## config.mk

```make
export PLATFORM = sky130hd
export DESIGN_NAME = uart_rx_fifo_flat
export DESIGN_NICKNAME = d
export VERILOG_FILES = /design/src/rtl/uart_rx_fifo_pkg.sv /design/src/rtl/uart_rx_fifo_if.sv /design/src/rtl/uart_rx_fifo_ram.sv /design/src/rtl/uart_rx_fifo.sv /design/src/flat_wrapper.sv
export SDC_FILE = /design/constraint.sdc
export NUM_CORES = 1
export LEC_CHECK = 0
export CAP_MARGIN = 30
export CORE_ASPECT_RATIO = 0.8
export CORE_MARGIN = 2
export CORE_UTILIZATION = 45
export DETAILED_ROUTE_END_ITERATION = 7
export DONT_BUFFER_PORTS = 1
export GPL_TIMING_DRIVEN = 0
export PLACE_DENSITY = 0.69
export REMOVE_ABC_BUFFERS = 1
export SETUP_SLACK_MARGIN = 0.02
export SLEW_MARGIN = 30
export SYNTH_ARGS = -nofsm -noshare
export SYNTH_HDL_FRONTEND = slang
export SYNTH_HIERARCHICAL = 1
export SYNTH_SLANG_ARGS = --single-unit
```

## constraint.sdc

```tcl
create_clock -name CLK -period 7.6 [get_ports CLK]
set_clock_uncertainty 0.05 [all_clocks]
set_input_delay 1.52 -clock CLK [delete_from_list [all_inputs] [get_ports CLK]]
set_output_delay 1.52 -clock CLK [all_outputs]
set_load 0.01 [all_outputs]
```

## src/rtl/uart_rx_fifo_pkg.sv

```systemverilog
// Shared defaults and helpers for the UART receive FIFO slice.
package uart_rx_fifo_pkg;

    localparam int DEF_DATA_BITS = 8;
    localparam int DEF_DEPTH     = 16;
    localparam int DEF_IRQ_LEVEL = 1;

    // Per-cycle control decisions derived from the strobes and the current fill level.
    typedef struct packed {
        logic push;
        logic pop;
        logic wr_ok;
        logic ovr_set;
    } fifo_ctl_t;

    function automatic int ptr_bits(input int depth);
        return $clog2(depth);
    endfunction

    function automatic int level_bits(input int depth);
        return $clog2(depth) + 1;
    endfunction

endpackage

```

## src/rtl/uart_rx_fifo_if.sv

```systemverilog
// Receiver-side write strobe, consumer-side read handshake and status of the RX FIFO.
interface uart_rx_fifo_if
    import uart_rx_fifo_pkg::*;
#(
    parameter int DATA_BITS = DEF_DATA_BITS,
    parameter int DEPTH     = DEF_DEPTH
);
    localparam int LW = level_bits(DEPTH);

    logic                 RX_DRDY;
    logic [DATA_BITS-1:0] RX_DI;
    logic                 RD_EN;
    logic                 OVR_CLR;
    logic [DATA_BITS-1:0] RD_DO;
    logic                 RD_VALID;
    logic                 EMPTY;
    logic                 FULL;
    logic [LW-1:0]        LEVEL;
    logic                 OVERRUN;
    logic                 RX_IRQ;

    modport master (
        output RX_DRDY, RX_DI, RD_EN, OVR_CLR,
        input  RD_DO, RD_VALID, EMPTY, FULL, LEVEL, OVERRUN, RX_IRQ
    );

    modport slave (
        input  RX_DRDY, RX_DI, RD_EN, OVR_CLR,
        output RD_DO, RD_VALID, EMPTY, FULL, LEVEL, OVERRUN, RX_IRQ
    );

endinterface

```

## src/rtl/uart_rx_fifo_ram.sv

```systemverilog
// DEPTH x DATA_BITS storage: one synchronous write port, one synchronous read port
// whose output register doubles as the popped-character register.
module uart_rx_fifo_ram
    import uart_rx_fifo_pkg::*;
#(
    parameter int DATA_BITS = DEF_DATA_BITS,
    parameter int DEPTH     = DEF_DEPTH,
    parameter int AW        = ptr_bits(DEF_DEPTH)
) (
    input  logic                 CLK,
    input  logic                 NRST,
    input  logic                 wr_en,
    input  logic [AW-1:0]        wr_addr,
    input  logic [DATA_BITS-1:0] wr_data,
    input  logic                 rd_en,
    input  logic [AW-1:0]        rd_addr,
    output logic [DATA_BITS-1:0] rd_data
);

    logic [DATA_BITS-1:0] mem_r [DEPTH];
    logic [DATA_BITS-1:0] rd_data_r;

    // Storage write; contents survive reset.
    always_ff @(posedge CLK) begin
        if (wr_en) begin
            mem_r[wr_addr] <= wr_data;
        end
    end

    // Read register: old contents are returned when the same slot is written this cycle.
    always_ff @(posedge CLK) begin
        if (!NRST) begin
            rd_data_r <= {DATA_BITS{1'b0}};
        end else if (rd_en) begin
            rd_data_r <= mem_r[rd_addr];
        end
    end

    assign rd_data = rd_data_r;

endmodule

```

## src/rtl/uart_rx_fifo.sv

```systemverilog
// Receive buffer behind the UART receiver: edge-detected capture into a circular FIFO,
// explicit level counter, sticky overrun flag and level-threshold interrupt.
module uart_rx_fifo
    import uart_rx_fifo_pkg::*;
#(
    parameter int DATA_BITS = DEF_DATA_BITS,
    parameter int DEPTH     = DEF_DEPTH,
    parameter int IRQ_LEVEL = DEF_IRQ_LEVEL
) (
    input  logic           CLK,
    input  logic           NRST,
    uart_rx_fifo_if.slave  bus
);

    localparam int PW = ptr_bits(DEPTH);
    localparam int LW = level_bits(DEPTH);

    logic                 drdy_q_r;
    logic [PW-1:0]        wr_ptr_r;
    logic [PW-1:0]        rd_ptr_r;
    logic [LW-1:0]        level_r;
    logic                 rd_valid_r;
    logic                 overrun_r;
    fifo_ctl_t            ctl_s;
    logic                 empty_s;
    logic                 full_s;
    logic                 irq_s;
    logic [DATA_BITS-1:0] rd_do_s;

    // Level decode and push/pop/overrun decisions for this cycle.
    always_comb begin
        empty_s       = (level_r == {LW{1'b0}});
        full_s        = (level_r == LW'(DEPTH));
        irq_s         = (level_r >= LW'(IRQ_LEVEL));
        ctl_s.push    = bus.RX_DRDY & ~drdy_q_r;
        ctl_s.pop     = bus.RD_EN & ~empty_s;
        // A pop in the same cycle frees the slot, so a push into a full FIFO still lands.
        ctl_s.wr_ok   = ctl_s.push & (~full_s | ctl_s.pop);
        ctl_s.ovr_set = ctl_s.push & full_s & ~ctl_s.pop;
    end

    // Pointers, level counter, read strobe and sticky overrun.
    always_ff @(posedge CLK) begin
        if (!NRST) begin
            drdy_q_r   <= 1'b0;
            wr_ptr_r   <= {PW{1'b0}};
            rd_ptr_r   <= {PW{1'b0}};
            level_r    <= {LW{1'b0}};
            rd_valid_r <= 1'b0;
            overrun_r  <= 1'b0;
        end else begin
            drdy_q_r   <= bus.RX_DRDY;
            rd_valid_r <= ctl_s.pop;
            if (ctl_s.wr_ok) begin
                wr_ptr_r <= wr_ptr_r + PW'(1);
            end
            if (ctl_s.pop) begin
                rd_ptr_r <= rd_ptr_r + PW'(1);
            end
            case ({ctl_s.wr_ok, ctl_s.pop})
                2'b10:   level_r <= level_r + LW'(1);
                2'b01:   level_r <= level_r - LW'(1);
                default: level_r <= level_r;
            endcase
            // A fresh overrun outranks a clear issued in the same cycle.
            if (ctl_s.ovr_set) begin
                overrun_r <= 1'b1;
            end else if (bus.OVR_CLR) begin
                overrun_r <= 1'b0;
            end
        end
    end

    uart_rx_fifo_ram #(
        .DATA_BITS (DATA_BITS),
        .DEPTH     (DEPTH),
        .AW        (PW)
    ) u_ram (
        .CLK     (CLK),
        .NRST    (NRST),
        .wr_en   (ctl_s.wr_ok),
        .wr_addr (wr_ptr_r),
        .wr_data (bus.RX_DI),
        .rd_en   (ctl_s.pop),
        .rd_addr (rd_ptr_r),
        .rd_data (rd_do_s)
    );

    assign bus.RD_DO    = rd_do_s;
    assign bus.RD_VALID = rd_valid_r;
    assign bus.EMPTY    = empty_s;
    assign bus.FULL     = full_s;
    assign bus.LEVEL    = level_r;
    assign bus.OVERRUN  = overrun_r;
    assign bus.RX_IRQ   = irq_s;

endmodule
```

## src/flat_wrapper.sv

```systemverilog
// flat-port wrapper written by rule: the top's interface ports become plain ports
module uart_rx_fifo_flat import uart_rx_fifo_pkg::*;
#(
    parameter int DATA_BITS = DEF_DATA_BITS,
    parameter int DEPTH     = DEF_DEPTH,
    parameter int IRQ_LEVEL = DEF_IRQ_LEVEL
)
  (CLK, NRST, bus_RX_DRDY, bus_RX_DI, bus_RD_EN, bus_OVR_CLR, bus_RD_DO, bus_RD_VALID, bus_EMPTY, bus_FULL, bus_LEVEL, bus_OVERRUN, bus_RX_IRQ);
  uart_rx_fifo_if #(.DATA_BITS(DATA_BITS), .DEPTH(DEPTH)) bus_i ();
  input  logic CLK;
  input  logic NRST;
  input wire logic [$bits(bus_i.RX_DRDY)-1:0] bus_RX_DRDY;
  input wire logic [$bits(bus_i.RX_DI)-1:0] bus_RX_DI;
  input wire logic [$bits(bus_i.RD_EN)-1:0] bus_RD_EN;
  input wire logic [$bits(bus_i.OVR_CLR)-1:0] bus_OVR_CLR;
  output wire logic [$bits(bus_i.RD_DO)-1:0] bus_RD_DO;
  output wire logic [$bits(bus_i.RD_VALID)-1:0] bus_RD_VALID;
  output wire logic [$bits(bus_i.EMPTY)-1:0] bus_EMPTY;
  output wire logic [$bits(bus_i.FULL)-1:0] bus_FULL;
  output wire logic [$bits(bus_i.LEVEL)-1:0] bus_LEVEL;
  output wire logic [$bits(bus_i.OVERRUN)-1:0] bus_OVERRUN;
  output wire logic [$bits(bus_i.RX_IRQ)-1:0] bus_RX_IRQ;
  assign bus_i.RX_DRDY = bus_RX_DRDY;
  assign bus_i.RX_DI = bus_RX_DI;
  assign bus_i.RD_EN = bus_RD_EN;
  assign bus_i.OVR_CLR = bus_OVR_CLR;
  assign bus_RD_DO = bus_i.RD_DO;
  assign bus_RD_VALID = bus_i.RD_VALID;
  assign bus_EMPTY = bus_i.EMPTY;
  assign bus_FULL = bus_i.FULL;
  assign bus_LEVEL = bus_i.LEVEL;
  assign bus_OVERRUN = bus_i.OVERRUN;
  assign bus_RX_IRQ = bus_i.RX_IRQ;
  uart_rx_fifo #(.DATA_BITS(DATA_BITS), .DEPTH(DEPTH), .IRQ_LEVEL(IRQ_LEVEL)) u_core (.CLK(CLK), .NRST(NRST), .bus(bus_i));
endmodule
```

Word-level counts from Yosys, hierarchy flattened
Memories as Yosys holds them, arrays and structs flattened. A register that Yosys moved wholly into a read port is not among the register bits.
Cells that the tools add are included.
{"block": "classes", "addsub": 4, "order_cmp": 1, "eq_ne": 3, "mux": 5, "n_bitwise": 10, "reduce_logical": 4}
{"op": "$pmux 5 s2", "n": 1}
{"op": "$add 4x1->4 const B", "n": 2}
{"op": "$add 5x1->5 const B", "n": 1}
{"op": "$and 1x1->1", "n": 5}
{"op": "$eq 5x5->1 const B", "n": 1}
{"op": "$ge 5x1->1 const B", "n": 1}
{"op": "$logic_not 5->1", "n": 1}
{"op": "$sub 5x1->5 const B", "n": 1}
{"op": "$mux 1", "n": 4}
{"op": "$not 1->1", "n": 4}
{"op": "$reduce_bool 2->1", "n": 2}
{"op": "$eq 2x1->1 const B", "n": 1}
{"op": "$eq 2x2->1 const B", "n": 1}
{"op": "$logic_not 1->1", "n": 1}
{"op": "$or 1x1->1", "n": 1}
{"block": "totals", "regBits": 16, "mem_bits_rw": 128, "in_bits": 13, "output_inout_bits": 18, "word_cells": 34, "mem_count": 1}
{"name": "u_core.u_ram.mem_r", "words": 16, "word_bits": 8, "read_ports": 1, "rd_ports_with_merged_regs": 1, "wr": 1, "line": "uart_rx_fifo_ram.sv:20", "rtl": "logic [DATA_BITS-1:0] mem_r [DEPTH];"}

Longest topological paths before layout
Gate-level depths: netlist of run 1.
{"block": "logic_depth", "word_depth": 7, "ltp_mapped": 11, "ltp_nobuf": 9}

Cells and area by module
Netlist of run 1, hierarchy kept.
{"mod": "uart_rx_fifo_ram", "instances": 1, "cells_per_inst": 318, "area_each_um2": 5351.4, "seq_area_each_um2": 4003.8}
{"mod": "uart_rx_fifo", "instances": 1, "cells_per_inst": 103, "area_each_um2": 914.6, "seq_area_each_um2": 320.3}

Worst setup path after synthesis of run 1
Ideal clock, no wire load.
{"block": "synth_path", "kind": "input -> register", "start": "input bus_RX_DRDY", "end": "memory u_core/u_ram/mem_r[0][0] (netlist bit), enable pin", "setup_time_ps": 383, "t_arrival_ps": 2995, "required_time_ps": 7167, "setup_slack_ps": 4171, "stages": 5, "path_buffers": 0, "cell_sequence": "and2b_1 o21ai_1 inv_1 or3b_1 nor3_1"}
{"element": "start, declared", "line": "flat_wrapper.sv:12", "rtl": "input wire logic [$bits(bus_i.RX_DRDY)-1:0] bus_RX_DRDY;"}
{"element": "end, declared", "line": "uart_rx_fifo_ram.sv:20"}

Worst setup path after layout of run 1
{"block": "layout_path", "start": "register u_core.level_r[1], in the netlist u_core/bus.LEVEL[1]", "end": "output bus_EMPTY"}
{"block": "layout_between", "elab_chain_len": 1}
{"element": "start, declared", "line": "uart_rx_fifo.sv:21", "rtl": "logic [LW-1:0] level_r;"}
{"element": "start signal, assigned", "line": "uart_rx_fifo.sv:48", "rtl": "level_r <= {LW{1'b0}};"}
{"element": "start signal, assigned", "line": "uart_rx_fifo.sv:61", "rtl": "2'b10: level_r <= level_r + LW'(1);"}
{"element": "start signal, assigned", "line": "uart_rx_fifo.sv:62", "rtl": "2'b01: level_r <= level_r - LW'(1);"}
{"element": "$logic_not 5->1", "line": "uart_rx_fifo.sv:32", "rtl": "empty_s = (level_r == {LW{1'b0}});"}
{"element": "end, declared", "line": "flat_wrapper.sv:18", "rtl": "output wire logic [$bits(bus_i.EMPTY)-1:0] bus_EMPTY;"}
No other way between the ends.

==> flow_summary.toml, run 1 <==
[timing]
rsz0062_at_grt = "false"
finalSetupViolations = 0
worstMarginPinSlew_ns = 0.982
setup_tns_ns = 0
hold_violations = 0
fin_crit_sh_pct = 47.3
drv_slew = 0
fmax_mhz = 278
max_slew_margin_pct = 34.3
min_period_ns = 3.59
fin_ws_ns = 4.01

[pwr]
power_density_mw_per_mm2 = 300
p_leak_nw = 2.19
internal-power_w = 0.00153
comb_power_share_pct = 13.3
power.share.sequential_pct = 48.9
swShare_pct = 26.8
vdd.ir_drop.worst_mv = 0.167
finalPower_w = 0.00209
p_sw_w = 0.000558
pwr-share-clk_pct = 37.8

[setup_path]
critPathArrivalTime_ns = 2.02
path_class = "flop to output pin"
worstPathRequired_ns = 6.03
reg2reg_depth = 7
start_kind = "flop"
max_stage_delay_ns = 0.67
crit_path_end_kind = "output pin"
path_depth = 4
path_cells = "inv_1 -> ha_1 -> or4b_1 -> clkinv_4"
cp.buffers_inverters = 2
path_delay_family = "simple AND/OR/NAND/NOR gates"
cp_max_fo = 10
slowest_stage = "or4b_1"

[yosys]
synth_warnings = 6
netlist_area_sq_mm = 0.00627
synth_top_family_by_area = "multiplexers"
yosys.area.top_type = "edfxtp_1"
yosysTopAreaCellShare_pct = 61.3
synth_area_per_cell_sq_um = 14.9
synth-compound-area-share_pct = 5.51
synthSimpleGateAreaFrac_pct = 9.19
synthFlopType = "edfxtp_1"
ys_top_cells_by_area = "edfxtp_1 61%, mux2i_1 11%, dfxtp_1 7.7%"
synthXorXnorAreaFrac_pct = 0.699
synthCells = 421
synth-seq-area-share_pct = 69.0
synth-adder-area-share_pct = 1.20
synth_mux_area_share_pct = 11.0
async_flop_share_pct = 0
ys_ff_latch = 152
synth_edf_count = 128
synth_cell_types = 44

[grt]
grt_max_degree = 25
grt_first_pass_wirelength_um = 18200
grt.total_usage_pct = 17.3
grt-busiest-layer = "met2"
first_global_vias = 3211
grt_use_met2_pct = 27.2
gr-usage-met1_pct = 22.6
antenna_found_initial = 0
grt.overflow.total = 0
grt_use_met3_pct = 4.70

[worst_hold_path]
hp-class = "flop to flop"
whs_path_depth = 2

[clock_network]
clock_latency_ns = 0.42
cts_root_buf = "clkbuf_16"
cts_tree = "built"
cts_buffers = 17
clock_path_buffers = 2
htree_levels = 4
hold_buffers = 0
cts_resized = 0
clkSinkCount = 152
clkTransAtPathRegs_ns = 0.06
postCtsSetupBuffers = 0

[finish]
drive_above_1_share_pct = 10.6
area_growth_pct = 11.1
antenna_cells = 0
fin_cells = 616
final_common_cell = "edfxtp_1"
num-nets-final = 442
final_cell_mix = "128 x edfxtp_1, 69 x mux2i_1, 31 x nand3_1, 26 x nand2_1, 24 x a22oi_1"

[die]
std_cell_rows = 38
die-area_sq_mm = 0.0149
start_util_pct = 46.1
die_h_um = 110
dieWidth_um = 136
core_sq_mm = 0.0136
io_pins = 31

[detailed_routing]
drc = 0
finalWirelength_um = 12200
ant_nets = 0
num_vias = 3418
post_drt_wl_per_cell_um = 19.8
drt-pass1-iter-count = 5
dr.first_iter.drc_count = 388
via_per_inst = 5.55

[outcome]
status = "complete, no violations"

[run]
maxCapViolCount = 0

[placement]
place_ws_ns = 3.89
hpwl_um = 7510
globalplace.congestion = 0.766
placed_cells = 584
io_buffers = 0
kinds of logic (layout without fill, tap and decap cells):
logic type,count (synthesis),count (layout)
flip-flops,152,152
AO/OA/AOI/OAI,49,49
AND/OR/NAND/NOR,112,112
buffers and inverters,28,43
XOR/XNOR,5,5
adder cells (fa/ha/maj),6,6
multiplexers,69,69
sequential cells by signal, summed over array words and instances (netlist names):
| name | cells |
|---|---|
| u_core/bus.LEVEL | 5 |
| u_core/bus.OVERRUN | 1 |
| u_core/bus.RD_VALID | 1 |
| u_core/drdy_q_r | 1 |
| u_core/rd_ptr_r | 4 |
| u_core/u_ram/mem_r | 128 |
| u_core/u_ram/rd_data | 8 |
| u_core/wr_ptr_r | 4 |
final cells by class:
type	instances	area, sq um
fillers	1154	6630
flip-flops and latches	152	4330
multi-input cells	241	1760
clock buffers	18	429
well taps	180	225
clock inverters	14	134
repair buffers	3	51.3
inverters	8	35.0
final timing paths:
check                                            start                                    to  slack (ns)
hold reg to reg   u_core/u_ram/rd_data[7]$_SDFFE_PN0P_  u_core/u_ram/rd_data[7]$_SDFFE_PN0P_        0.46
setup reg to reg      u_core/bus.LEVEL[1]$_SDFFE_PN0P_    u_core/u_ram/mem_r[1][7]$_DFFE_PP_        4.49
setup / recovery      u_core/bus.LEVEL[1]$_SDFFE_PN0P_                             bus_EMPTY        4.01
hold / removal    u_core/u_ram/rd_data[7]$_SDFFE_PN0P_  u_core/u_ram/rd_data[7]$_SDFFE_PN0P_        0.46
metrics by stage:
step           util (%)  cell area [sq um]  hold slack [ns]
3_3_place_gp       46.4               6310            0.455
5_1_grt            51.2               6960            0.469
3_5_place_dp       47.0               6390            0.460
6_report           51.2               6960            0.459
4_1_cts            51.2               6960            0.462
2_1_floorplan         -               6090            0.432
power groups by stage:
| stage | Sequential [W] | Combinational [W] | Clock (W) |
|---|---|---|---|
| 3_3_place_gp | 0.00104 | 0.000263 | 0 |
| 5_1_grt | 0.00103 | 0.000303 | 0.000832 |
| 6_report | 0.00102 | 0.000278 | 0.000788 |
| 3_5_place_dp | 0.00104 | 0.000275 | 0 |
| 2_1_floorplan | 0.00102 | 0.000206 | 0 |
| 4_1_cts | 0.00102 | 0.000276 | 0.000799 |
Yosys cell counts, types with 2 or more instances:
| cell type | n |
|---|---|
| and2_1 | 9 |
| edfxtp_1 | 128 |
| nand2_1 | 26 |
| inv_1 | 7 |
| a32oi_1 | 2 |
| buf_2 | 4 |
| nor3_1 | 7 |
| a21boi_0 | 2 |
| ha_1 | 6 |
| nand2b_1 | 6 |
| clkbuf_1 | 4 |
| and3_1 | 2 |
| nand3b_1 | 2 |
| nor2_2 | 2 |
| buf_8 | 2 |
| nor2b_1 | 5 |
| dfxtp_1 | 24 |
| or3_1 | 2 |
| o211ai_1 | 2 |
| mux2i_1 | 69 |
| xnor2_1 | 5 |
| buf_4 | 3 |
| nor2_1 | 13 |
| nand3_1 | 31 |
| a22oi_1 | 24 |
| a21oi_1 | 12 |
| buf_6 | 4 |
| buf_12 | 2 |
tightest hold or removal path: cells and delay by family, from the launching register on:
kind / cells / cell delay (ns)
AND/OR/NAND/NOR: 2 / 0.12
flip-flops: 1 / 0.34
routing by layer:
metal	routed length [um]	share of wire [%]
met5	0	0
met4	215	1.8
met3	746	6.1
met2	5810	48
met1	5460	45
No activity file was read; power rests on OpenSTA's default activity.
==> run 2: changes to the inputs <==
clock period = 3.72 ns   (was 7.6 ns; I/O delays follow)
==> results of run 2 <==
The final DEF is identical to that of run 1. Status: complete, no violations.
Main changes from that run: setup slack after placement 3.89 ns -> 0.639 ns; setup slack after layout 4.01 ns -> 0.607 ns; hold slack 0.459 ns -> 0.369 ns; end point of the critical path bus_EMPTY -> u_core/u_ram/mem_r[1][7]$_DFFE_PP_; register-to-register setup slack 4.49 ns -> 0.61 ns; end point of the worst hold path u_core/u_ram/rd_data[7]$_SDFFE_PN0P_ -> u_core/u_ram/mem_r[13][3]$_DFFE_PP_; total power 0.00209 W -> 0.00426 W; worst IR drop on VDD 0.167 mV -> 0.341 mV
